File: src/rtl/sprite_fetch_pkg.sv
// Shared constants and state type for the sprite fetch arbiter.
package sprite_fetch_pkg;

    localparam int ROM_ADDR_W = 8;
    localparam int ROM_DATA_W = 16;
    localparam int ROM_DEPTH  = 256;

    typedef enum logic {
        IDLE,
        BURST
    } fetch_state_t;

endpackage

File: src/rtl/sprite_rr_pick.sv
// Combinational winner selection for the sprite fetch arbiter.
// Defining SPRITE_FETCH_FIXED_PRIO_EN selects fixed priority (lowest index wins).
module sprite_rr_pick
    import sprite_fetch_pkg::*;
#(
    parameter int NUM_REQ = 3,
    parameter int IDX_W   = $clog2(NUM_REQ)
) (
    input  logic [NUM_REQ-1:0] req_i,
    input  logic [IDX_W-1:0]   ptr_i,
    output logic               any_o,
    output logic [IDX_W-1:0]   winner_o
);

    assign any_o = |req_i;

`ifdef SPRITE_FETCH_FIXED_PRIO_EN
    logic unusedPtr;
    assign unusedPtr = ^ptr_i;

    always_comb begin
        winner_o = '0;
        for (int i = NUM_REQ - 1; i >= 0; i--) begin
            if (req_i[IDX_W'(i)]) begin
                winner_o = IDX_W'(i);
            end
        end
    end
`else
    logic found;
    int   idx;

    // The scan starts one past the previous winner so nobody can starve.
    always_comb begin
        winner_o = '0;
        found    = 1'b0;
        idx      = 0;
        for (int k = 1; k <= NUM_REQ; k++) begin
            idx = (int'(ptr_i) + k) % NUM_REQ;
            if (!found && req_i[IDX_W'(idx)]) begin
                winner_o = IDX_W'(idx);
                found    = 1'b1;
            end
        end
    end
`endif

endmodule

File: src/rtl/sprite_fetch_arbiter.sv
// Shares one registered-read sprite ROM between NUM_REQ requesters as fixed-length bursts.
// Define SPRITE_FETCH_FIXED_PRIO_EN for fixed priority instead of round-robin arbitration.
module sprite_fetch_arbiter
    import sprite_fetch_pkg::*;
#(
    parameter int NUM_REQ   = 3,
    parameter int BURST_LEN = 16
) (
    input  logic                    clk,
    input  logic                    reset,
    input  logic [NUM_REQ-1:0]      req,
    input  logic [NUM_REQ*8-1:0]    req_addr,
    output logic [NUM_REQ-1:0]      gnt,
    output logic [ROM_ADDR_W-1:0]   rom_addr,
    input  logic [ROM_DATA_W-1:0]   rom_data,
    output logic [NUM_REQ-1:0]      rsp_valid,
    output logic [ROM_DATA_W-1:0]   rsp_data,
    output logic                    rsp_last,
    output logic                    busy
);

    localparam int IDX_W  = $clog2(NUM_REQ);
    localparam int BEAT_W = (BURST_LEN > 1) ? $clog2(BURST_LEN) : 1;
    localparam logic [BEAT_W-1:0] LAST_BEAT = BEAT_W'(BURST_LEN - 1);

    fetch_state_t            state_q;
    logic [IDX_W-1:0]        owner_q;
    logic [BEAT_W-1:0]       beat_q;
    logic [NUM_REQ-1:0]      gnt_q;
    logic [ROM_ADDR_W-1:0]   romAddr_q;
    logic [NUM_REQ-1:0]      rspValid_q;
    logic                    rspLast_q;

    logic                    pickAny;
    logic [IDX_W-1:0]        pickWin;
    logic [IDX_W-1:0]        lastWin;

    sprite_rr_pick #(
        .NUM_REQ (NUM_REQ),
        .IDX_W   (IDX_W)
    ) u_pick (
        .req_i    (req),
        .ptr_i    (lastWin),
        .any_o    (pickAny),
        .winner_o (pickWin)
    );

`ifdef SPRITE_FETCH_FIXED_PRIO_EN
    assign lastWin = '0;
`else
    logic [IDX_W-1:0] lastWin_q;

    // Resetting to the top index makes requester 0 the first winner.
    always_ff @(posedge clk) begin
        if (reset) begin
            lastWin_q <= IDX_W'(NUM_REQ - 1);
        end else if (state_q == IDLE && pickAny) begin
            lastWin_q <= pickWin;
        end
    end

    assign lastWin = lastWin_q;
`endif

    // rspValid_q/rspLast_q trail the address by one cycle to line up with the ROM read latency.
    always_ff @(posedge clk) begin
        if (reset) begin
            state_q    <= IDLE;
            owner_q    <= '0;
            beat_q     <= '0;
            gnt_q      <= '0;
            romAddr_q  <= '0;
            rspValid_q <= '0;
            rspLast_q  <= 1'b0;
        end else begin
            rspValid_q <= '0;
            rspLast_q  <= 1'b0;
            case (state_q)
                IDLE: begin
                    if (pickAny) begin
                        state_q   <= BURST;
                        owner_q   <= pickWin;
                        beat_q    <= '0;
                        gnt_q     <= NUM_REQ'(1) << pickWin;
                        romAddr_q <= req_addr[pickWin*ROM_ADDR_W +: ROM_ADDR_W];
                    end
                end
                BURST: begin
                    gnt_q      <= '0;
                    rspValid_q <= NUM_REQ'(1) << owner_q;
                    rspLast_q  <= (beat_q == LAST_BEAT);
                    if (beat_q == LAST_BEAT) begin
                        state_q <= IDLE;
                    end else begin
                        beat_q    <= beat_q + 1'b1;
                        romAddr_q <= romAddr_q + 1'b1;
                    end
                end
                default: state_q <= IDLE;
            endcase
        end
    end

    assign gnt       = gnt_q;
    assign rom_addr  = romAddr_q;
    assign rsp_valid = rspValid_q;
    assign rsp_last  = rspLast_q;
    assign rsp_data  = rom_data;
    assign busy      = (state_q == BURST) || (|rspValid_q);

endmodule

File: config.mk
export PLATFORM = sky130hd
export DESIGN_NAME = sprite_fetch_arbiter
export DESIGN_NICKNAME = d
export VERILOG_FILES = /design/src/rtl/sprite_fetch_pkg.sv /design/src/rtl/sprite_rr_pick.sv /design/src/rtl/sprite_fetch_arbiter.sv
export SDC_FILE = /design/constraint.sdc
export NUM_CORES = 1
export LEC_CHECK = 0
export BUFFER_PORTS_ARGS = -buffer_cell sky130_fd_sc_hd__buf_2
export CAP_MARGIN = 20
export CORE_UTILIZATION = 35
export CTS_CLUSTER_DIAMETER = 40
export CTS_CLUSTER_SIZE = 10
export DETAILED_ROUTE_END_ITERATION = 16
export GPL_ROUTABILITY_DRIVEN = 0
export PLACE_DENSITY = 0.6
export SETUP_SLACK_MARGIN = 0.1
export SYNTH_ARGS = -nofsm -noshare
export SYNTH_HDL_FRONTEND = slang
export SYNTH_SLANG_ARGS = --single-unit
File: constraint.sdc
create_clock -name clk -period 2.65 [get_ports clk]
set_clock_uncertainty 0.1 [all_clocks]
set_input_delay 0.3975 -clock clk [delete_from_list [all_inputs] [get_ports clk]]
set_output_delay 0.3975 -clock clk [all_outputs]
set_load 0.02 [all_outputs]
# After elaboration in Yosys (flattened, before gate mapping)
# Cells that the tools add are included.
[totals] ff_bits=24 input_bits=45 output_inout_bits=32 elab_cells=62
[op_classes] muxes=25 n_eq_ne=3 n_div=3 bitwise_logic=1 magnitude_cmp=3 shifts=3 reduce_logical=11 n_addsub=5
[op_table] operator="32-bit by 3-bit remainder unit with 32-bit output (second input constant)" count=3
[op_table] operator="24-bit by 6-bit variable part select with 8-bit output" count=1
[op_table] operator="8-bit two-way mux" count=2
[op_table] operator="8-bit case mux with 2 select lines" count=1
[op_table] operator="2-bit by 4-bit less-than comparator with 1-bit output (second input constant)" count=3
[op_table] operator="1-bit two-way mux" count=10
[op_table] operator="8-bit by 1-bit adder with 8-bit output (second input constant)" count=1
[op_table] operator="4-bit two-way mux" count=2
[op_table] operator="4-bit case mux with 2 select lines" count=1
[op_table] operator="2-bit by 2-bit adder with 3-bit output (second input constant)" count=2
[op_table] operator="1-bit binary-select mux with 2-bit select" count=3
[op_table] operator="2-bit two-way mux" count=3
[op_table] operator="3-bit case mux with 2 select lines" count=1
[op_table] operator="3-bit OR reduction" count=2
[op_table] operator="1-bit by 2-bit left shift with 3-bit output (first input constant)" count=2
[op_table] operator="4-bit by 1-bit adder with 4-bit output (second input constant)" count=1
[op_table] operator="4-bit == test (second input constant)" count=1
[op_table] operator="2-bit != test (second input constant)" count=2
[op_table] operator="2-bit AND reduction" count=2
[op_table] operator="2-bit by 1-bit adder with 3-bit output (second input constant)" count=1
[op_table] operator="1-bit logical AND" count=3
[op_table] operator="3-bit two-way mux" count=1
[op_table] operator="1-bit logical NOT" count=2
[op_table] operator="1-bit case mux with 2 select lines" count=1
[op_table] operator="other kinds (3)" count=3

# Longest topological paths before layout
# Gate-level depths: netlist (run 1).
[depth] ltp_word=15 ltp_mapped=9 depth_no_buf=8

# By module
# A second synthesis (run 1) with hierarchy kept.
[unflattened] hier_cells=166 hier_area_um2=1431.4
[by_module_without_submodules] mod="sprite_fetch_arbiter" instances=1 seq_area_each_um2=460.4 area_each_um2=1326.3 cells_each=152
[by_module_without_submodules] mod="sprite_rr_pick" instances=1 seq_area_each_um2=0.0 area_each_um2=105.1 cells_each=14

# Worst setup path after synthesis (run 1)
# Ideal clock, no wire load.
[synth_path] kind="flip-flop to flip-flop" from="register lastWin_q[0], in the netlist lastWin[0]" to="register gnt_q[1], in the netlist gnt[1]" required_ns=2.490 synth_period_minus_slack_ns=2.280 t_arrival_ns=2.120 setup_slack_ns=0.370 path_buffers=0 path_stages_with_launch=9 setup_ns=0.060 path_cell_list="dfxtp_1 -> inv_1 -> ha_1 -> mux2_4 -> mux2_4 -> a2111oi_2 -> a21oi_1 -> a2111oi_2 -> a31o_1"
[synth_between] elab_chain_len=15 elab_cells_between_ends=27 classes_between="add/sub (3); div (3); shift (1); mux (16); reduce/logical (4)"
[synth_lines] item="start, declared" line_no="sprite_fetch_arbiter.sv:51" rtl="logic [IDX_W-1:0] lastWin_q;"
[synth_lines] item="start signal, assigned" line_no="sprite_fetch_arbiter.sv:56" rtl="lastWin_q <= IDX_W'(NUM_REQ - 1);"
[synth_lines] item="start signal, assigned" line_no="sprite_fetch_arbiter.sv:58" rtl="lastWin_q <= pickWin;"
[synth_lines] item="2-bit by 1-bit adder with 3-bit output" line_no="sprite_rr_pick.sv:39" rtl="idx = (int'(ptr_i) + k) % NUM_REQ;"
[synth_lines] item="32-bit by 3-bit remainder unit with 32-bit output" line_no="sprite_rr_pick.sv:39"
[synth_lines] item="1-bit binary-select mux with 2-bit select" line_no="sprite_rr_pick.sv:40" rtl="if (!found && req_i[IDX_W'(idx)]) begin"
[synth_lines] item="1-bit two-way mux (implied by the code) (2 in a row)" line_no="sprite_rr_pick.sv:40"
[synth_lines] item="1-bit two-way mux" line_no="sprite_rr_pick.sv:40"
[synth_lines] item="1-bit logical NOT" line_no="sprite_rr_pick.sv:40"
[synth_lines] item="1-bit logical AND" line_no="sprite_rr_pick.sv:40"
[synth_lines] item="1-bit two-way mux" line_no="sprite_rr_pick.sv:40"
[synth_lines] item="1-bit logical NOT" line_no="sprite_rr_pick.sv:40"
[synth_lines] item="1-bit logical AND" line_no="sprite_rr_pick.sv:40"
[synth_lines] item="2-bit two-way mux (*)" line_no="sprite_rr_pick.sv:40"
[synth_lines] item="1-bit by 2-bit left shift with 3-bit output (*)" line_no="sprite_fetch_arbiter.sv:84" rtl="gnt_q <= NUM_REQ'(1) << pickWin;"
[synth_lines] item="3-bit two-way mux (*)" line_no="sprite_fetch_arbiter.sv:80" rtl="if (pickAny) begin"
[synth_lines] item="3-bit case mux with 2 select lines (*)" line_no="sprite_fetch_arbiter.sv:78" rtl="case (state_q)"
[synth_lines] item="end signal, assigned" line_no="sprite_fetch_arbiter.sv:84"
[synth_lines] item="end, declared" line_no="sprite_fetch_arbiter.sv:29" rtl="logic [NUM_REQ-1:0] gnt_q;"
# Mark *: on every way between the ends. The rest lies on a longest branch, timed or not. The select of a mux whose other input is x is not followed.
# A chain may end at the register's enable or synchronous reset.

# Worst setup path after layout (run 1)
[layout_path] from="register lastWin_q[0], in the netlist lastWin[0]" to="register romAddr_q[5], in the netlist rom_addr[5]"
[layout_between] elab_chain_len=15 elab_cells_between_ends=27 classes_between="add/sub (3); div (3); shift (1); mux (16); reduce/logical (4)"
[layout_lines] item="2-bit by 1-bit adder with 3-bit output" line_no="sprite_rr_pick.sv:39"
[layout_lines] item="32-bit by 3-bit remainder unit with 32-bit output" line_no="sprite_rr_pick.sv:39"
[layout_lines] item="1-bit binary-select mux with 2-bit select" line_no="sprite_rr_pick.sv:40"
[layout_lines] item="1-bit two-way mux (implied by the code) (2 in a row)" line_no="sprite_rr_pick.sv:40"
[layout_lines] item="1-bit two-way mux" line_no="sprite_rr_pick.sv:40"
[layout_lines] item="1-bit logical NOT" line_no="sprite_rr_pick.sv:40"
[layout_lines] item="1-bit logical AND" line_no="sprite_rr_pick.sv:40"
[layout_lines] item="1-bit two-way mux" line_no="sprite_rr_pick.sv:40"
[layout_lines] item="1-bit logical NOT" line_no="sprite_rr_pick.sv:40"
[layout_lines] item="1-bit logical AND" line_no="sprite_rr_pick.sv:40"
[layout_lines] item="2-bit two-way mux (*)" line_no="sprite_rr_pick.sv:40"
[layout_lines] item="24-bit by 6-bit variable part select with 8-bit output (*)" line_no="sprite_fetch_arbiter.sv:85" rtl="romAddr_q <= req_addr[pickWin*ROM_ADDR_W +: ROM_ADDR_W];"
[layout_lines] item="8-bit two-way mux (*)" line_no="sprite_fetch_arbiter.sv:80"
[layout_lines] item="8-bit case mux with 2 select lines (*)" line_no="sprite_fetch_arbiter.sv:78"
[layout_lines] item="end signal, assigned" line_no="sprite_fetch_arbiter.sv:85"
[layout_lines] item="end signal, assigned" line_no="sprite_fetch_arbiter.sv:96" rtl="romAddr_q <= romAddr_q + 1'b1;"
[layout_lines] item="end, declared" line_no="sprite_fetch_arbiter.sv:30" rtl="logic [ROM_ADDR_W-1:0] romAddr_q;"
# Marked as above.

==> results of run 1 <==
[timing repair]
item,in CTS,in global routing
hold buffers,0,0
gates resized for setup,0,4
endpoints found under the setup margin,0,6
[placed cells by master, fill, tap and decap left out, types with 3 or more instances in the layout]
master,Yosys,layout
mux2i_1,9,9
inv_1,9,9
a21oi_1,19,19
nor2_1,17,17
nand2b_1,3,3
and3_1,3,3
a211oi_1,5,4
ha_1,6,5
clkbuf_8,0,3
buf_4,16,7
o221ai_1,4,4
nand3_1,6,6
dfxtp_1,23,22
nor3_1,7,7
nand2_1,9,9
buf_2,3,44
xor2_1,3,3
[power groups by stage]
| stage | sequential, uW | clock, uW | combinational [uW] |
|---|---|---|---|
| after floorplan | 460 | 0 | 327 |
| after global placement | 438 | 0 | 434 |
| final | 431 | 222 | 444 |
| after CTS | 430 | 230 | 439 |
| after detailed placement | 438 | 0 | 437 |
| after global routing | 439 | 247 | 485 |
[metrics by stage]
| step | hold WS (ns) | cell area, um^2 | utilization [%] | power, uW | worst slack (ns) |
|---|---|---|---|---|---|
| 2_1_floorplan | 0.336 | 1610 | - | 788 | 0.370 |
| 3_3_place_gp | 0.376 | 1780 | 40.5 | 872 | 0.278 |
| 3_5_place_dp | 0.372 | 1780 | 40.5 | 875 | 0.220 |
| 4_1_cts | 0.292 | 1820 | 41.6 | 1100 | 0.199 |
| 5_1_grt | 0.293 | 1830 | 41.8 | 1170 | 0.146 |
| 6_report | 0.295 | 1830 | 41.8 | 1100 | 0.278 |
[per-layer routing]
metal	wire (um)	part of all wire [%]
met1	1840	49
met2	1660	44
met3	204	5.4
met4	65	1.7
met5	0	0
[worst max-delay path, cell delays in order, from the launching register on]
cell       delay (ns)
dfxtp_2          0.35
inv_1            0.10
ha_2             0.25
or3b_1           0.36
a221oi_1         0.29
o21a_2           0.24
buf_4            0.19
a2111oi_4        0.07
o41ai_2          0.33
[cell families after synthesis]
| kind of cell | synth area share [%] |
|---|---|
| mux | 7.46 |
| buf+inv | 12.8 |
| compound gates | 24.8 |
| xor+xnor | 2.18 |
| flops | 28.6 |
| simple gates | 19.5 |
| fa+ha+maj | 4.66 |
[registers in the layout (all words and copies together), names as in the netlist]
| signal | count |
|---|---|
| rom_addr | 8 |
| beat_q | 4 |
| gnt | 3 |
| rsp_valid | 3 |
| lastWin | 2 |
| owner_q | 1 |
| rsp_last | 1 |
| state_q | 1 |
[area by class of cell]
cell class                 count  area (um^2)
clock inverter                 1         5.00
clock buffer                   3         41.3
inverter                       9         33.8
sequential                    23          462
timing repair buffer          51          273
multi-input combinational    133          951
fill                         448         2550
tap                           52         65.1
[how the worst min path moves through the flow]
stage                            start                       end  slack (ns)  depth (start not counted)
6_report                   req_addr[1]  rom_addr[1]$_SDFFE_PP0P_        0.30                          3
5_1_grt                   req_addr[10]  rom_addr[2]$_SDFFE_PP0P_        0.29                          3
4_1_cts                   req_addr[10]  rom_addr[2]$_SDFFE_PP0P_        0.29                          3
3_5_place_dp   owner_q[1]$_SDFFE_PP0P_   rsp_valid[1]$_SDFF_PP0_        0.37                          1
3_3_place_gp   owner_q[1]$_SDFFE_PP0P_   rsp_valid[1]$_SDFF_PP0_        0.38                          1
2_1_floorplan  owner_q[1]$_SDFFE_PP0P_   rsp_valid[0]$_SDFF_PP0_        0.34                          1
==> qor.txt, run 1 <==
Status: finished clean
Leading area contributor after synthesis: dfxtp_1
Pwr dens: 599 nW/um^2
Finished Layout Cells: 272
Post-Place Cells: 268
Nets: 272
Peak VDD IR: 0.000261 V
Busiest grt layer: met2
CTS root buffer: clkbuf_8
Core Area: 4380 um^2
Most used DFF post-synth: dfxtp_1
Setup TNS: 0 ns
Register bit total from synthesis: 23
End of the critical path: rom_addr[5]$_SDFFE_PP0P_
Routing usage on met3: 3.05%
Fin crit share: 89.5%
Mapped Area: 1610 um^2
Relative slew slack: 57.7%
Tmin final: 2.37 ns
R2r endpoint: rom_addr[5]$_SDFFE_PP0P_
Initial core utilization: 36.7%
CP max FO: 9
WS Path Type: flip-flop to flip-flop
First-pass GRT wire length: 6460 um
DRT iter0 DRCs: 118
Final antenna-violating net count: 0
CTS max path bufs: 2
Share of layout cells above drive strength 1: 31.8%
Ys async rst share: 0%
Synth area leaders: dfxtp_1 29%, buf_4 7.5%, a21oi_1 5.9%
Post-CTS Setup Bufs: 0
Sequential Power Share: 39.3%
Required @ worst endpoint: 2.72 ns
Worst hold path type: input pin to flip-flop
Final setup viols: 0
Post-DP HPWL: 2880 um
EDFF count, synth: 0
Synth Warn #: 0
Seq/Total Area, Yosys: 28.6%
Psw: 406 uW
Syn Nets: 241
Synthesized area per cell: 8.48 um^2
Vias in the first global route: 1394
WL/cell: 13.9 um
Final hold violation count: 0
Yosys cell types: 51
TritonCTS clock tree: built
Later-pin clock latency in the skew report: 0.27 ns
Total gr overflow: 0
Max_cap viols: 0
Drt total wl: 3770 um
Pint: 691 uW
Grt met1 use: 21.6%
CTS buffer count: 3
Die footprint: 4880 um^2
Fmax: 422 MHz
Die width: 69.8 um
Port Buf Inserts: 44
Clock-pin transition on the worst setup and hold timing paths: 0.09 ns
Pre-antenna DRT Iters: 4
Clk pwr share: 20.2%
Synth-to-layout area growth: 13.7%
Vias/cell: 5.36
All-Layer GR Usage: 16.2%
Syn Inst Count: 190
DR vias: 1459
Cell count of the worst reg-to-reg path: 8
Setup slack, reg-to-reg: 0.28 ns
Crit end category: flip-flop
H-tree depth: 1
Post-route DRC: 0
ANT cells: 0
Met2 Use GR: 26.0%
Die Y: 69.8 um
Num rows: 24
Worst R2R Start: lastWin[0]$_SDFFE_PP0P_
Antenna violations before repair: 0
Worst slew pin tran: 0.632 ns
Clock Sink Count: 23
CP Data Arrival Time: 2.44 ns
Commonest cells in the synthesized netlist: 23 x dfxtp_1, 19 x a21oi_1, 17 x nor2_1, 16 x buf_4
Slew Limit Fails: 0
Count leader, synth: dfxtp_1
RSZ-0062 raised after global routing: no
Setup crit start: lastWin[0]$_SDFFE_PP0P_
Logic pwr share: 40.5%
Share of the synthesized area in the top cell type: 28.6%
Worst setup SP type: flip-flop
Switching part of the total: 37.0%
Largest net degree at the start of global routing: 19
Leak: 0.000830 uW
Ports: 77
No activity file was read; power rests on OpenSTA's default activity.
==> inputs of run 2 (changes only) <==
--- a/config.mk
+++ b/config.mk
@@ -9,11 +9,13 @@
 export CAP_MARGIN = 20
 export CORE_UTILIZATION = 35
 export CTS_CLUSTER_DIAMETER = 40
-export CTS_CLUSTER_SIZE = 10
+export CTS_CLUSTER_SIZE = 40
 export DETAILED_ROUTE_END_ITERATION = 16
 export GPL_ROUTABILITY_DRIVEN = 0
-export PLACE_DENSITY = 0.6
+export PLACE_DENSITY = 0.62
 export SETUP_SLACK_MARGIN = 0.1
+export SKIP_CTS_REPAIR_TIMING = 1
 export SYNTH_ARGS = -nofsm -noshare
 export SYNTH_HDL_FRONTEND = slang
+export SYNTH_HIERARCHICAL = 1
 export SYNTH_SLANG_ARGS = --single-unit
==> qor.txt, run 2 <==
Relative slew slack: 67.0%
Clock-pin transition on the worst setup and hold timing paths: 0.09 ns
Leading area contributor after synthesis: dfxtp_1
CP max FO: 6
Initial core utilization: 37.7%
Share of the synthesized area in the top cell type: 32.2%
Pre-antenna DRT Iters: 4
Syn Inst Count: 166
EDFF count, synth: 0
Ys async rst share: 0%
Share of layout cells above drive strength 1: 33.7%
Critical-path top delay cell: dfxtp_2
Most common cell after layout, fill and taps aside: buf_2
Crit path cell chain: inv_1, ha_1, nor4b_1, o31a_1, clkinv_1, a221oi_2, a41oi_1, o221a_1
Worst setup SP type: flip-flop
Post-DP HPWL: 2500 um
Synthesized area per cell: 8.62 um^2
Setup TNS: 0 ns
Delay-heaviest family, CP: compound AO/OA/AOI/OAI gates
Max stage delay on crit path: 0.38 ns
Post-Place Cells: 238
CP Data Arrival Time: 2.45 ns
Largest net degree at the start of global routing: 20
Die footprint: 4350 um^2
Synth-to-layout area growth: 14.3%
Fill cells: 396
WL/cell: 13.9 um
Tmin final: 2.39 ns
Register bit total from synthesis: 23
Required @ worst endpoint: 2.72 ns
Die Y: 66.0 um
WS Path Type: flip-flop to flip-flop
Worst slew pin tran: 0.494 ns
CTS buffer count: 3
Vias in the first global route: 1182
Die width: 66.0 um
Placed standard-cell area: 1570 um^2
DR vias: 1279
Clock Sink Count: 23
Largest register FFs: 8
Most frequent cells in the layout: 44 x buf_2, 22 x dfxtp_1, 13 x nand2_1, 11 x a21oi_1, 9 x mux2i_1
Area of the multi-input gates: 762 um^2
Synth area leaders: dfxtp_1 32%, buf_4 8.9%, mux2i_1 6.3%
Max_cap viols: 0
Status: finished clean
Drt total wl: 3400 um
Count leader, synth: dfxtp_1
Most used DFF post-synth: dfxtp_1
All-Layer GR Usage: 16.6%
Syn Nets: 215
Seq/Total Area, Yosys: 32.2%
Mapped Area: 1430 um^2
Slew Limit Fails: 0
RSZ-0062 raised after global routing: no
Fin crit share: 90.1%
Finished Layout Cells: 244
Yosys cell types: 52
Final setup viols: 0
First-pass GRT wire length: 5570 um
Crit end category: flip-flop
Post-route DRC: 0
Leak: 0.000726 uW
TritonCTS clock tree: built
Final hold violation count: 0
Num rows: 22
Later-pin clock latency in the skew report: 0.27 ns
FF+latch area: 462 um^2
Vias/cell: 5.24
Peak VDD IR: 0.000216 V
Synth Warn #: 6
CTS root buffer: clkbuf_8
Post-layout instance area: 1640 um^2
CTS max path bufs: 2
Core Area: 3800 um^2
CP Buf/Inv Count: 2
Worst hold path type: flip-flop to flip-flop
Final antenna-violating net count: 0
Antenna violations before repair: 0
Total gr overflow: 0
ANT cells: 0
Port Buf Inserts: 44
Nets: 246
Ports: 77
DRT iter0 DRCs: 61
H-tree depth: 1
Pwr dens: 546 nW/um^2
Fin util: 43.1%
Commonest cells in the synthesized netlist: 23 x dfxtp_1, 17 x buf_4, 13 x nand2_1, 11 x a21oi_1, 9 x mux2i_1
Fmax: 419 MHz
run 2: changes by cell type after synthesis, sizes merged, moves of 4 or more:
cell,change
nor2,-9
a21oi,-7
nand2,+4
o221ai,-4
run 2: metrics by stage:
step / power [uW] / hold WS (ns) / setup WS, ns
2_1_floorplan: 627 / 0.335 / 0.292
3_3_place_gp: 668 / 0.366 / 0.211
3_5_place_dp: 672 / 0.363 / 0.111
4_1_cts: 895 / 0.374 / 0.0894
5_1_grt: 956 / 0.427 / 0.0997
6_report: 894 / 0.378 / 0.263
run 2: layer usage:
layer / GRT usage, % / wire length, um / share of wire [%]
met1: 22.5 / 1630 / 48
met2: 25.3 / 1510 / 44
met3: 3.28 / 199 / 5.9
met4: 7.18 / 55 / 1.6
met5: 0 / 0 / 0
run 2: cells by family after synthesis:
logic type      count (synthesis)  share of synthesized area, %
simple gates                   53                          19.9
compound gates                 38                          19.4
buf+inv                        34                          14.8
flops                          23                          32.2
mux                            13                          9.44
fa+ha+maj                       5                          4.28
run 2: final timing paths:
check                                             start                  endpoint  slack, ns  cells after the start
worst max-delay path            lastWin[0]$_SDFFE_PP0P_  rom_addr[5]$_SDFFE_PP0P_       0.26                      8
worst min-delay path            owner_q[1]$_SDFFE_PP0P_   rsp_valid[1]$_SDFF_PP0_       0.38                      1
worst max register to register  lastWin[0]$_SDFFE_PP0P_  rom_addr[5]$_SDFFE_PP0P_       0.26                      8
worst min register to register  owner_q[1]$_SDFFE_PP0P_   rsp_valid[1]$_SDFF_PP0_       0.38                      1
run 2: final cells by class:
class / instances / share of cell area [%]
clock buffers: 3 / 2.52
well taps: 48 / 3.67
repair buffers: 51 / 16.7
inverters: 9 / 2.06
clock inverters: 1 / 0.306
multi-input cells: 109 / 46.6
flip-flops and latches: 23 / 28.2
run 2: where the power goes:
part           leakage, uW  switching (uW)  internal (uW)  total, uW
clock            0.0000255             118            105        223
combinational     0.000512             142            118        261
sequential        0.000189            36.1            374        410
run 2: worst reg2reg max path, delay by kind of cell (launching register included):
| family | cells | cell delay [ns] |
|---|---|---|
| compound gates | 4 | 0.85 |
| fa+ha+maj | 1 | 0.35 |
| buf+inv | 2 | 0.25 |
| flops | 1 | 0.38 |
| simple gates | 1 | 0.36 |
